$ cat src/rtl/pc_redirect_if.sv
// Fetch-PC sequencer bundle: decode redirect inputs, exception redirect and fetch PC outputs.
// Optional BRANCH_STATS_EN adds the branch/taken counter outputs.
interface pc_redirect_if;
  logic        stallF;
  logic        stallD;
  logic        validD;
  logic        branchD;
  logic        takenD;
  logic        jumpD;
  logic        jrD;
  logic [31:0] pcplus4D;
  logic [31:0] immD;
  logic [25:0] instr_indexD;
  logic [31:0] rs_valD;
  logic        flush_exc;
  logic [31:0] exc_pc;
  logic [31:0] pcF;
  logic [31:0] pcplus4F;
  logic        redirect;
  logic        pend;
  logic        misalignF;
`ifdef BRANCH_STATS_EN
  logic [31:0] branch_cnt;
  logic [31:0] taken_cnt;
`endif

  modport master (
    output stallF, stallD, validD, branchD, takenD, jumpD, jrD,
           pcplus4D, immD, instr_indexD, rs_valD, flush_exc, exc_pc,
`ifdef BRANCH_STATS_EN
    input  branch_cnt, taken_cnt,
`endif
    input  pcF, pcplus4F, redirect, pend, misalignF
  );

  modport slave (
    input  stallF, stallD, validD, branchD, takenD, jumpD, jrD,
           pcplus4D, immD, instr_indexD, rs_valD, flush_exc, exc_pc,
`ifdef BRANCH_STATS_EN
    output branch_cnt, taken_cnt,
`endif
    output pcF, pcplus4F, redirect, pend, misalignF
  );
endinterface

$ cat src/rtl/pc_redirect_unit.sv
// Fetch PC register and next-PC sequencer with a pending-redirect slot for fetch stalls.
// Optional BRANCH_STATS_EN adds free-running branch/taken counters.
module pc_redirect_unit #(
  parameter logic [31:0] RESET_PC = 32'hBFC0_0000
) (
  input  logic          clk,
  input  logic          rst,
  pc_redirect_if.slave  bus
);

  // state   | meaning
  // ST_RUN  | sequential fetch or immediate redirect
  // ST_PEND | a decode redirect arrived during stallF and waits in pend_pc_q
  localparam logic [0:0] ST_RUN  = 1'b0;
  localparam logic [0:0] ST_PEND = 1'b1;

  logic [0:0]  state_q, state_d;
  logic [31:0] pc_q, pc_d;
  logic [31:0] pend_pc_q, pend_pc_d;
  logic        redirect_q, redirect_d;

  logic        req;
  logic [31:0] br_target;
  logic [31:0] j_target;
  logic [31:0] target;
  logic        unused_imm;

  assign req       = bus.validD & ~bus.stallD & (bus.jrD | bus.jumpD | (bus.branchD & bus.takenD));
  assign br_target = bus.pcplus4D + {bus.immD[29:0], 2'b00};
  assign j_target  = {bus.pcplus4D[31:28], bus.instr_indexD, 2'b00};
  assign unused_imm = ^bus.immD[31:30];

  always_comb begin
    target = br_target;
    if (bus.jrD)
      target = bus.rs_valD;
    else if (bus.jumpD)
      target = j_target;
  end

  always_comb begin
    pc_d       = pc_q;
    pend_pc_d  = pend_pc_q;
    state_d    = state_q;
    redirect_d = 1'b0;
    if (bus.flush_exc) begin
      pc_d       = bus.exc_pc;
      redirect_d = 1'b1;
      state_d    = ST_RUN;
      pend_pc_d  = '0;
    end else begin
      case (state_q)
        ST_RUN: begin
          if (req && !bus.stallF) begin
            pc_d       = target;
            redirect_d = 1'b1;
          end else if (req) begin
            pend_pc_d = target;
            state_d   = ST_PEND;
          end else if (!bus.stallF) begin
            pc_d = pc_q + 32'd4;
          end
        end
        ST_PEND: begin
          // A redirect arriving in the same cycle fetch resumes is younger than the pending one.
          if (!bus.stallF) begin
            pc_d       = req ? target : pend_pc_q;
            redirect_d = 1'b1;
            state_d    = ST_RUN;
          end else if (req) begin
            pend_pc_d = target;
          end
        end
      endcase
    end
  end

  always_ff @(posedge clk or posedge rst) begin
    if (rst) begin
      pc_q       <= RESET_PC;
      pend_pc_q  <= '0;
      state_q    <= ST_RUN;
      redirect_q <= 1'b0;
    end else begin
      pc_q       <= pc_d;
      pend_pc_q  <= pend_pc_d;
      state_q    <= state_d;
      redirect_q <= redirect_d;
    end
  end

  assign bus.pcF       = pc_q;
  assign bus.pcplus4F  = pc_q + 32'd4;
  assign bus.redirect  = redirect_q;
  assign bus.pend      = (state_q == ST_PEND);
  assign bus.misalignF = (pc_q[1:0] != 2'b00);

`ifdef BRANCH_STATS_EN
  logic [31:0] branch_cnt_q, branch_cnt_d;
  logic [31:0] taken_cnt_q, taken_cnt_d;
  logic        br_seen;

  assign br_seen = bus.validD & ~bus.stallD & bus.branchD;

  always_comb begin
    branch_cnt_d = branch_cnt_q;
    taken_cnt_d  = taken_cnt_q;
    if (br_seen) begin
      branch_cnt_d = branch_cnt_q + 32'd1;
      if (bus.takenD)
        taken_cnt_d = taken_cnt_q + 32'd1;
    end
  end

  always_ff @(posedge clk or posedge rst) begin
    if (rst) begin
      branch_cnt_q <= '0;
      taken_cnt_q  <= '0;
    end else begin
      branch_cnt_q <= branch_cnt_d;
      taken_cnt_q  <= taken_cnt_d;
    end
  end

  assign bus.branch_cnt = branch_cnt_q;
  assign bus.taken_cnt  = taken_cnt_q;
`endif

endmodule

$ cat src/flat_wrapper.sv
// flat-port wrapper written by rule: the top's interface ports become plain ports
module pc_redirect_unit_flat 
#(
  parameter logic [31:0] RESET_PC = 32'hBFC0_0000
)
  (clk, rst, bus_stallF, bus_stallD, bus_validD, bus_branchD, bus_takenD, bus_jumpD, bus_jrD, bus_pcplus4D, bus_immD, bus_instr_indexD, bus_rs_valD, bus_flush_exc, bus_exc_pc, bus_pcF, bus_pcplus4F, bus_redirect, bus_pend, bus_misalignF);
  pc_redirect_if bus_i ();
  input  logic clk;
  input  logic rst;
  input wire logic [$bits(bus_i.stallF)-1:0] bus_stallF;
  input wire logic [$bits(bus_i.stallD)-1:0] bus_stallD;
  input wire logic [$bits(bus_i.validD)-1:0] bus_validD;
  input wire logic [$bits(bus_i.branchD)-1:0] bus_branchD;
  input wire logic [$bits(bus_i.takenD)-1:0] bus_takenD;
  input wire logic [$bits(bus_i.jumpD)-1:0] bus_jumpD;
  input wire logic [$bits(bus_i.jrD)-1:0] bus_jrD;
  input wire logic [$bits(bus_i.pcplus4D)-1:0] bus_pcplus4D;
  input wire logic [$bits(bus_i.immD)-1:0] bus_immD;
  input wire logic [$bits(bus_i.instr_indexD)-1:0] bus_instr_indexD;
  input wire logic [$bits(bus_i.rs_valD)-1:0] bus_rs_valD;
  input wire logic [$bits(bus_i.flush_exc)-1:0] bus_flush_exc;
  input wire logic [$bits(bus_i.exc_pc)-1:0] bus_exc_pc;
  output wire logic [$bits(bus_i.pcF)-1:0] bus_pcF;
  output wire logic [$bits(bus_i.pcplus4F)-1:0] bus_pcplus4F;
  output wire logic [$bits(bus_i.redirect)-1:0] bus_redirect;
  output wire logic [$bits(bus_i.pend)-1:0] bus_pend;
  output wire logic [$bits(bus_i.misalignF)-1:0] bus_misalignF;
  assign bus_i.stallF = bus_stallF;
  assign bus_i.stallD = bus_stallD;
  assign bus_i.validD = bus_validD;
  assign bus_i.branchD = bus_branchD;
  assign bus_i.takenD = bus_takenD;
  assign bus_i.jumpD = bus_jumpD;
  assign bus_i.jrD = bus_jrD;
  assign bus_i.pcplus4D = bus_pcplus4D;
  assign bus_i.immD = bus_immD;
  assign bus_i.instr_indexD = bus_instr_indexD;
  assign bus_i.rs_valD = bus_rs_valD;
  assign bus_i.flush_exc = bus_flush_exc;
  assign bus_i.exc_pc = bus_exc_pc;
  assign bus_pcF = bus_i.pcF;
  assign bus_pcplus4F = bus_i.pcplus4F;
  assign bus_redirect = bus_i.redirect;
  assign bus_pend = bus_i.pend;
  assign bus_misalignF = bus_i.misalignF;
  pc_redirect_unit #(.RESET_PC(RESET_PC)) u_core (.clk(clk), .rst(rst), .bus(bus_i));
endmodule
$ cat config.mk
export PLATFORM = sky130hd
export DESIGN_NAME = pc_redirect_unit_flat
export DESIGN_NICKNAME = d
export VERILOG_FILES = /design/src/rtl/pc_redirect_if.sv /design/src/rtl/pc_redirect_unit.sv /design/src/flat_wrapper.sv
export SDC_FILE = /design/constraint.sdc
export NUM_CORES = 1
export LEC_CHECK = 0
export ABC_CLOCK_PERIOD_IN_PS = 4000
export CORE_MARGIN = 4
export CORE_UTILIZATION = 30
export CTS_CLUSTER_DIAMETER = 120
export DETAILED_ROUTE_END_ITERATION = 8
export MAX_ROUTING_LAYER = met4
export PLACE_DENSITY = 0.67
export SLEW_MARGIN = 20
export SYNTH_ARGS = -nofsm -noshare
export SYNTH_HDL_FRONTEND = slang
export SYNTH_SLANG_ARGS = --single-unit
$ cat constraint.sdc
create_clock -name clk -period 4 [get_ports clk]
set_input_delay 0.8 -clock clk [delete_from_list [all_inputs] [get_ports clk]]
set_output_delay 0.8 -clock clk [all_outputs]
set_load 0.01 [all_outputs]
==> results.sh <==
export IMPL_ys_warn_count=0
export IMPL_clock_latency_ns=0.33
export IMPL_rows=53
export IMPL_min_to="u_core.pend_pc_q[13]"
export IMPL_seq_power_share=0.309
export IMPL_clock_skew_ns=0.00915
export IMPL_die_area_sq_um=24200
export IMPL_cp_num_buf_inv=1
export IMPL_hpwl_mm=20.5
export IMPL_required_ns=3.20
export IMPL_holdPathStages=2
export IMPL_core_area_sq_um=21200
export IMPL_power_frac_comb=0.404
export IMPL_antenna_found_initial=2
export IMPL_hold_viol=0
export IMPL_htree_levels=3
export IMPL_r2r_start="u_core.bus.pcF[4]"
export IMPL_synth_edf_count=0
export IMPL_placed_area_sq_um=9060
export IMPL_clock_root_buffer="clkbuf_16"
export IMPL_grt_pass1_vias=7064
export IMPL_arrival_ns=2.99
export IMPL_cts_tree="built"
export IMPL_r2r_cells=8
export IMPL_fillers=2178
export IMPL_die_x_um=155
export IMPL_synth_top_area_cell="dfrtp_1"
export IMPL_setup_tns_ns=0
export IMPL_start_util=0.307
export IMPL_synth_cell_types=78
export IMPL_post_drt_via_cell_ratio=5.49
export IMPL_synth_top_area_frac=0.219
export IMPL_rsz0062_at_grt="no"
export IMPL_ys_seq_area_frac=0.255
export IMPL_fin_ws_ns=0.208
export IMPL_min_delay_start="u_core.pend_pc_q[13]"
export IMPL_multi_input_area_sq_um=4480
export IMPL_finalCritPeriodShare=0.948
export IMPL_p_sw_uw=884
export IMPL_syn_nets=1053
export IMPL_p_int_mw=1.69
export IMPL_yosys_most_used_dff="dfrtp_1"
export IMPL_grt_max_degree=86
export IMPL_critPathKind="reg -> out"
export IMPL_dpl_worst_slack_ns=0.182
export IMPL_port_buffer_count=228
export IMPL_seq_area_sq_um=1660
export IMPL_grt_pass1_wl_mm=39.9
export IMPL_ir_drop_mv=0.184
export IMPL_slew_viol_final=0
export IMPL_final_area_sq_um=9340
export IMPL_outcome="complete, no violations"
export IMPL_async_flop_share=1.00
export IMPL_io_pins=231
export IMPL_route_detailed_drc=0
export IMPL_yosysMostFrequentCell="nand2_1"
export IMPL_cts_resized=0
export IMPL_drv_cap=0
export IMPL_ys_ff_latch=66
export IMPL_layout_nets=1267
export IMPL_holdBufCountCts=0
export IMPL_clock_sinks=66
export IMPL_die_h_um=155
export IMPL_end_kind="output pin"
export IMPL_slowest_stage="clkdlybuf4s50_1"
export IMPL_r2r_end="u_core.bus.pcF[31]"
export IMPL_max_clock_freq_ghz=0.264
export IMPL_p_leak_nw=3.77
export IMPL_cts_buffers=9
export IMPL_hold_ws_ns=0.501
export IMPL_grt_total_usage=0.212
export IMPL_postSynthAreaPerCell_sq_um=7.60
export IMPL_min_path_type="reg -> reg"
export IMPL_cts_max_path_buffers=2
export IMPL_utilization=0.440
export IMPL_area_growth_pct=43.1
export IMPL_vias=7432
export IMPL_gp_congestion=0.906
export IMPL_slowest_delay_ns=0.61
export IMPL_drt_pass1_iterations=5
export IMPL_post_drt_wl_per_cell_um=19.3
export IMPL_crit_path_start_kind="flop"
export IMPL_maxSlewHeadroom=0.392
export IMPL_worst_pin_slew_ns=0.912
export IMPL_synth_area_leaders="dfrtp_1 22%, nand2_1 7.7%, ha_1 5.8%"
export IMPL_drive_gt1_frac=0.0696
export IMPL_drt_first_iter_violations=578
export IMPL_setup_viol=0
export IMPL_crit_path_max_fanout=7
export IMPL_synth_commonest_cells="134 x nand2_1, 71 x a21oi_1, 68 x nor2_1, 59 x o21ai_0, 57 x dfrtp_1"
export IMPL_sw_frac_of_total=0.343
export IMPL_path_cells="and4_1, nand4_1, nor2_1, and3_1, nand3_1, xnor2_1, clkdlybuf4s50_1"
export IMPL_netlist_area_sq_um=6520
export IMPL_period_needed_ns=3.79
export IMPL_cp_top_family="simple AND/OR/NAND/NOR gates"
export IMPL_crit_start="u_core.bus.pcF[4]"
export IMPL_pwr_share_clk=0.287
export IMPL_rrSetupSlack_ns=1.51
export IMPL_power_density_nw_per_um2=276
export IMPL_grt_remaining_overflow=0
export IMPL_post_cts_buffers=0
export IMPL_totalWireLength_mm=26.2
export IMPL_clk_pin_slew_ns=0.06
export IMPL_ant_nets=0
export IMPL_syn_inst=858
==> routing by layer <==
| metal | wire [um] | vias up | global-route usage |
|---|---|---|---|
| met5 | 0 | - | - |
| li1 | - | 3619 | - |
| met1 | 12000 | 3444 | 0.296 |
| met3 | 2040 | 19 | 0.0373 |
| met2 | 11900 | 350 | 0.327 |
| met4 | 257 | 0 | 0.0379 |
==> placed cells by master (no fill, tap or decap), types with 7 or more instances in the layout <==
cell type	count
dfstp_2	9
inv_1	18
a221oi_1	9
nor2_1	68
o22ai_1	8
ha_1	30
nand2_1	134
nand3_1	32
clkbuf_16	9
clkdlybuf4s50_1	227
o21ai_0	59
nand2b_1	9
o21a_1	14
a21oi_1	71
a21o_1	16
mux2i_1	12
a31oi_1	14
and3_1	20
nand4_1	16
nor3_1	17
xor2_1	15
dfrtp_1	57
a211oi_1	11
o221ai_1	8
or3_1	7
xnor2_1	26
buf_4	29
o211ai_1	25
==> logic make-up (layout without fill, tap and decap cells) <==
kind of cell    after synthesis  in the layout  share of synthesized area
compound gates              299            299                      0.310
xor+xnor                     42             42                     0.0575
fa+ha+maj                    31             31                     0.0606
buf+inv                      75            294                     0.0598
flops                        66             66                      0.255
mux                          12             12                     0.0184
other cells                   0              2                          0
simple gates                333            333                      0.238
==> power groups by stage <==
stage          combinational (mW)  sequential (mW)  clock, mW
2_1_floorplan               0.529            0.806          0
3_3_place_gp                 1.03            0.805          0
3_5_place_dp                 1.04            0.807          0
4_1_cts                      1.04            0.796      0.745
5_1_grt                      1.13            0.806      0.773
6_report                     1.04            0.796      0.741
==> through the flow <==
step	cells	total power, mW
after global routing	1354	2.71
after global placement	1336	1.83
final	1354	2.58
after detailed placement	1336	1.84
after floorplan	858	1.33
after CTS	1352	2.58
==> worst max path at each step <==
stage                               to  slack, ns  depth (start not counted)
global route          bus_pcplus4F[29]       0.03                          7
floorplan           u_core.bus.pcF[21]       1.13                          9
detailed placement  u_core.bus.pcF[21]       0.18                         10
finish                bus_pcplus4F[29]       0.21                          7
CTS                   bus_pcplus4F[29]       0.21                          7
global placement    u_core.bus.pcF[28]       0.26                         12
==> tightest hold or removal path: stages (launching register included) <==
cell and delay [ns]:
dfrtp_1 0.34, nand3_1 0.07, o31ai_1 0.06
==> registers in the layout, indices dropped and copies added, names as in the netlist <==
| signal | cells |
|---|---|
| u_core.bus.pcF | 32 |
| u_core.bus.redirect | 1 |
| u_core.bus.pend | 1 |
| u_core.pend_pc_q | 32 |
==> area by class of cell <==
class	instances	area share
diodes	2	0.000536
clock inverters	3	0.00161
multi-input cells	717	0.479
inverters	21	0.00844
flip-flops and latches	66	0.178
repair buffers	257	0.267
well taps	275	0.0369
clock buffers	13	0.0279
No activity file was read; power rests on OpenSTA's default activity.
